### src/rtl/stream_arbiter_unit.sv
// Per-output round-robin arbiter for the stream crossbar. Each output picks one
// requesting slave and holds it until the packet's last beat is accepted.
module stream_arbiter_unit #(
  parameter int S_DATA_COUNT = 2,
  parameter int M_DATA_COUNT = 3,
  localparam int T_ID___WIDTH = $clog2(S_DATA_COUNT),
  localparam int T_DEST_WIDTH = $clog2(M_DATA_COUNT)
) (
  input  logic                                       clk_i,
  input  logic                                       rst_in,
  input  logic [S_DATA_COUNT-1:0][T_DEST_WIDTH-1:0]  s_dest_i,
  input  logic [S_DATA_COUNT-1:0]                    s_valid_i,
  input  logic [M_DATA_COUNT-1:0]                    m_valid_i,
  input  logic [M_DATA_COUNT-1:0]                    m_last_i,
  input  logic [M_DATA_COUNT-1:0]                    m_ready_i,
  output logic [M_DATA_COUNT-1:0][T_ID___WIDTH-1:0]  grant_o,
  output logic [M_DATA_COUNT-1:0]                    arbiter_ready_o,
  output logic [S_DATA_COUNT-1:0]                    busy_o
);

  localparam logic [0:0] ST_IDLE   = 1'b0;
  localparam logic [0:0] ST_LOCKED = 1'b1;

  logic [M_DATA_COUNT-1:0][S_DATA_COUNT-1:0] req;
  logic [M_DATA_COUNT-1:0][0:0]              state_q, state_d;
  logic [M_DATA_COUNT-1:0][T_ID___WIDTH-1:0] ptr_q, ptr_d;
  logic [M_DATA_COUNT-1:0][T_ID___WIDTH-1:0] grant_d;
  logic [S_DATA_COUNT-1:0]                   busy_d;

  // A slave already locked elsewhere is hidden from every output.
  always_comb begin
    for (int j = 0; j < M_DATA_COUNT; j++) begin
      for (int k = 0; k < S_DATA_COUNT; k++) begin
        req[j][k] = s_valid_i[k] && (s_dest_i[k] == T_DEST_WIDTH'(j)) && !busy_o[k];
      end
    end
  end

  always_comb begin : next_state
    int idx;
    // NOTE: every comb output gets a default up front so no path infers a latch.
    state_d = state_q;
    ptr_d   = ptr_q;
    grant_d = grant_o;
    idx     = 0;
    for (int j = 0; j < M_DATA_COUNT; j++) begin
      case (state_q[j])
        ST_IDLE: begin
          // Walk the search order backwards so the last hit is the first in rr order.
          for (int i = S_DATA_COUNT; i >= 1; i--) begin
            idx = (int'(ptr_q[j]) + i) % S_DATA_COUNT;
            if (req[j][idx]) begin
              grant_d[j] = T_ID___WIDTH'(idx);
              ptr_d[j]   = T_ID___WIDTH'(idx);
              state_d[j] = ST_LOCKED;
            end
          end
        end
        default: begin
          if (m_valid_i[j] && m_ready_i[j] && m_last_i[j]) state_d[j] = ST_IDLE;
        end
      endcase
    end
  end

  // busy_o is registered from the next-state lock map so it tracks the FSMs exactly.
  always_comb begin
    busy_d = '0;
    for (int k = 0; k < S_DATA_COUNT; k++) begin
      for (int j = 0; j < M_DATA_COUNT; j++) begin
        if (state_d[j] == ST_LOCKED && grant_d[j] == T_ID___WIDTH'(k)) busy_d[k] = 1'b1;
      end
    end
  end

  // NOTE: sequential state uses non-blocking assignments only, so all flops update together.
  always_ff @(posedge clk_i or negedge rst_in) begin
    if (!rst_in) begin
      state_q <= '0;
      grant_o <= '0;
      busy_o  <= '0;
      for (int j = 0; j < M_DATA_COUNT; j++) ptr_q[j] <= T_ID___WIDTH'(S_DATA_COUNT - 1);
    end else begin
      state_q <= state_d;
      grant_o <= grant_d;
      busy_o  <= busy_d;
      ptr_q   <= ptr_d;
    end
  end

  always_comb begin
    for (int j = 0; j < M_DATA_COUNT; j++) arbiter_ready_o[j] = (state_q[j] == ST_LOCKED);
  end

endmodule

### config.mk
export PLATFORM = sky130hd
export DESIGN_NAME = stream_arbiter_unit
export DESIGN_NICKNAME = d
export VERILOG_FILES = /design/src/rtl/stream_arbiter_unit.sv
export SDC_FILE = /design/constraint.sdc
export NUM_CORES = 1
export LEC_CHECK = 0
export ABC_AREA = 1
export BUFFER_PORTS_ARGS = -buffer_cell sky130_fd_sc_hd__buf_2
export CAP_MARGIN = 20
export CORE_MARGIN = 2
export CORE_UTILIZATION = 45
export CTS_CLUSTER_DIAMETER = 30
export DETAILED_ROUTE_END_ITERATION = 6
export PLACE_DENSITY = 0.75
export SETUP_SLACK_MARGIN = 0.5
export SYNTH_ARGS = -nofsm -noshare
export SYNTH_HDL_FRONTEND = slang
export SYNTH_SLANG_ARGS = --single-unit
export TNS_END_PERCENT = 20
### constraint.sdc
create_clock -name clk_i -period 1.26 [get_ports clk_i]
set_input_delay 0.252 -clock clk_i [delete_from_list [all_inputs] [get_ports clk_i]]
set_output_delay 0.252 -clock clk_i [all_outputs]
set_load 0.05 [all_outputs]
* After elaboration in Yosys (flattened, before gate mapping)
Cells that the tools add are included.
** Storage, ports and cells
- Bits in registers :: 11
- Input bits :: 17
- Output and inout port bits :: 8
** Cells by class
- Add/subtract/negate cells :: 6
- $lt $le $gt $ge :: 6
- Equality and inequality tests :: 4
- Mux-type cells :: 51
- Bitwise gates (word level) :: 12
- Reductions and logical operators :: 34
** Operator list (number)
- two-way mux 1 bit :: 51
- logical AND 1 bit :: 24
- less-than comparator 2 x 3 -> 1 bit (second input constant) :: 6
- adder 1 bit (second input constant) :: 6
- AND 1 bit (first input constant) :: 6
- inverter 1 bit :: 6
- AND reduction 2 bit :: 3
- nonzero test 2 bit :: 3
- == test 2 x 1 -> 1 bit (second input constant) :: 2
- == test 2 bit (second input constant) :: 2
- logical NOT 2 bit :: 2
- logical NOT 1 bit :: 2

* Logic depth before layout (Yosys ltp)
- Depth after elaboration :: 14
- Gate-level depth with buffers :: 8

* Worst setup path before layout
OpenSTA, ideal clock, no wires.
- Path kind :: flip-flop to flip-flop
- From :: reg busy_o[1]
- To :: reg busy_o[1]
- Arrival :: 1146 ps
- Required time :: 1136 ps
- Setup slack :: -10 ps
- Stages on the path, launching flop included :: 6
- Path buffers :: 0
- Clock period less this slack :: 1270 ps
- Cells stage by stage :: dfrtp_1 > inv_1 > nand4_1 > nand3_1 > nand3_1 > nand3_1
** RTL lines
- start: declaration :: RTL line 18 : output logic [S_DATA_COUNT-1:0] busy_o
- start signal: assignment :: RTL line 86 : busy_o <= busy_d;

* Worst setup path after layout
- From :: reg busy_o[1]
- To :: reg busy_o[0]
** On the way
- Longest elaborated chain between the ends :: 13
- Elaborated cells between the ends (all ways) :: 49
- Those cells by class :: 39 x mux; 3 x bitwise; 7 x reduce/logical
** Ends and longest elaborated chain
- logical NOT 1 bit * :: RTL line 34 : req[j][k] = s_valid_i[k] && (s_dest_i[k] == T_DEST_WIDTH'(j)) && !busy_o[k];
- logical AND 1 bit :: RTL line 34
- two-way mux 1 bit (not written as such) (3 in a row) :: RTL line 52 : if (req[j][idx]) begin
- two-way mux 1 bit (2 in a row) :: RTL line 52
- two-way mux 1 bit :: RTL line 47 : case (state_q[j])
- inverter 1 bit :: RTL line 71 : if (state_d[j] == ST_LOCKED && grant_d[j] == T_ID___WIDTH'(k)) busy_d[k] = 1'b1;
- logical AND 1 bit :: RTL line 71
- two-way mux 1 bit (2 in a row) :: RTL line 71
- two-way mux 1 bit * :: RTL line 71
- named net busy_d[0] :: RTL line 28 : logic [S_DATA_COUNT-1:0] busy_d;
Mark *: on every way through the listed nets, which the timed path passes. The rest lies on a longest branch. The select of a mux whose other input is x is not followed.
A chain may end at the register's enable or synchronous reset.

==> metrics <==
Die Wd=41.2 um; count of final setup violators=0; CTS tree=built; Final GP Congestion=0.778; Netlist Area Pre-Place=622 um2; final WL=1440 um; root buf cell=clkbuf_4; WHS Path Cells=4; Critical R2R Launch=busy_o[1]; largest net degree at the start of global routing=12; critical path's top delay family=simple AND/OR/NAND/NOR gates; Seq/Total Area, Yosys=44.9%; Slowest-stage cell, CP=dfrtp_2; FF-to-FF setup slack=100 ps; NumNets Final=132; Syn Nets=101; Final min period=1160 ps; Yosys warnings=0; core area=0.00130 mm2; FP Rows=13; Area Overhead vs Synth=37.6%; vias in the first global route=603; largest area contributor in the netlist=dfrtp_1; first-pass GRT wire length=2190 um; Clk Latency, worst-skew pair=260 ps; Hold Path End=arbiter_ready_o[2]; average size of a mapped cell=7.40 um2; crit path cell chain=nor2_4 -> nand3_2 -> nand2_2 -> nand2_1 -> nand2_1 -> nand3_1; Die Footprint=0.00170 mm2; critical path capture point type=flop; Fill cells=127; Starting Density=47.8%; critical path data required time=1410 ps; clock skew=1.33 ps; Final Hold Vio Count=0; initial antenna violation count=0; first drt pass iteration count=4; Slew HR=83.4%; CTS Buf Count=3; Residual DRC=0; worst r2r dst=busy_o[0]; final worst path period share=92.4%; power density over cell area=2600 mW/mm2; CTS sink count=11; synth top area cells=dfrtp_1 32%, dfstp_2 13%, inv_1 11%; Max Buffers Root-to-Sink=2; Syn Inst Count=84; DP HPWL=1120 um; # diodes=0; Vias/cell=5.00; DR vias=645; Worst EP arrival=1310 ps; Peak Freq=0.859 GHz; kind of critical path=flop to flop; io pins=25; All-Layer GR Usage=20.6%; CTS HTree Levels=1; DIE HEIGHT=41.2 um; post-route core utilization=65.8%; Slew Viols, Final=0; crit path launch type=flop; worst slack, placed=137 ps; RSZ-0062 raised after global routing=true; gr ovfl total=0; Worst Reg-to-Reg Cells=6; share of layout cells above drive strength 1=42.1%; Netlist cell types=13; Static Leak=0.000465 uW; # port buffers=24; CP max stage delay=430 ps; Critical path buffers and inverters=0; routed wire length per instance=11.2 um; min-delay src=m_ready_i[2]; Worst-Margin Slew=249 ps; post-route ant nets=0; clk slew on worst S/H paths=70 ps; max-cap violations=0; status=completed; Starting DRT DRC Count=8; Peak VDD IR=1410 uV; number of synthesized register bits=11; Top cell by count, worst path=nand2_1; crit path max fanout=4; final worst slack=95.3 ps; top cell type's share of synthesized area=32.2%; Tightest Hold Check Type=input port to flop; setup_tns=0 ps
-- synthesized netlist by cell type --
library cell  number
nand3b_1           2
dfrtp_1            8
nand3_1           13
inv_2              1
nand4_1            2
nand3_2            3
inv_1             19
nor2_1             8
nand2_2            1
dfstp_2            3
nor2_4             2
o21ai_0            3
nand2_1           19
-- placed cells by master, fill, tap and decap left out --
cell           count
inv_1             19
nand3_1           11
inv_2              1
nor2_4             2
o21ai_0            3
buf_4              2
nand2_2            2
clkbuf_4           3
nand3_2            5
nand4_1            2
dlygate4sd3_1      1
dfrtp_2            5
dfstp_2            3
nand2_1           18
nor2_1             6
clkbuf_1           1
nand3b_1           2
buf_2             19
nor2_2             2
buf_6              4
dfrtp_1            3
-- routing by layer --
| layer | GRT usage (%) | part of all wire, % | routed length, um |
|---|---|---|---|
| met1 | 20.1 | 40 | 582 |
| met2 | 38.7 | 53 | 760 |
| met3 | 3.80 | 4.9 | 70 |
| met4 | 13.7 | 2.0 | 29 |
| met5 | 0 | 0 | 0 |
-- power breakdown --
group	internal (uW)	switching, uW
clock	122	110
sequential	581	152
combinational	395	867
-- stage by stage --
stage	instance area, um2	total power (uW)	hold slack [ps]	instances
floorplan	633	1570	-43.6	84
global placement	772	1830	128	123
detailed placement	772	1850	131	123
CTS	830	2170	320	128
global route	856	2380	347	129
finish	856	2230	319	129
-- registers in the layout (all words and copies together), names as in the netlist --
register / flops
arbiter_ready_o: 3
busy_o: 2
grant_o: 3
ptr_q: 3
-- cell type report --
| cell class | instances | area [um2] | area share (%) |
|---|---|---|---|
| well taps | 15 | 18.8 | 2.19 |
| multi-input cells | 53 | 285 | 33.3 |
| flip-flops and latches | 11 | 285 | 33.3 |
| inverters | 20 | 75.1 | 8.77 |
| clock buffers | 4 | 26.3 | 3.07 |
| repair buffers | 26 | 165 | 19.3 |
-- what timing repair did --
| item | CTS | global route |
|---|---|---|
| resized for setup | 7 | 7 |
| buffers inserted | 0 | 1 |
| setup endpoints to repair | 19 | 19 |
| hold buffers | 1 | 0 |
| pin swaps | 0 | 6 |
| hold endpoints to repair | 8 | 0 |
-- tightest hold or removal path, stage by stage --
cell     delay, ps
buf_2           90
nand3_1         50
nand2_1         60
nand3_2         90
-- kinds of logic (layout without fill, tap and decap cells) --
family | Yosys count | after routing | synth area share, %
AOI/OAI and AO/OA | 3 | 3 | 2.41
and+or+nand+nor | 50 | 50 | 40.6
buffers and inverters | 20 | 50 | 12.1
DFF | 11 | 11 | 44.9
-- how the worst max path moves through the flow --
stage | cells past startpoint | from | endpoint | slack, ps
floorplan | 6 | busy_o[1] | busy_o[0] | 120
global placement | 6 | busy_o[1] | busy_o[0] | 150
detailed placement | 8 | s_dest_i[3] | busy_o[0] | 140
CTS | 6 | busy_o[1] | busy_o[0] | 120
global route | 7 | busy_o[0] | busy_o[0] | 20
finish | 6 | busy_o[1] | busy_o[0] | 100
Power figures use the tool's default switching activity.
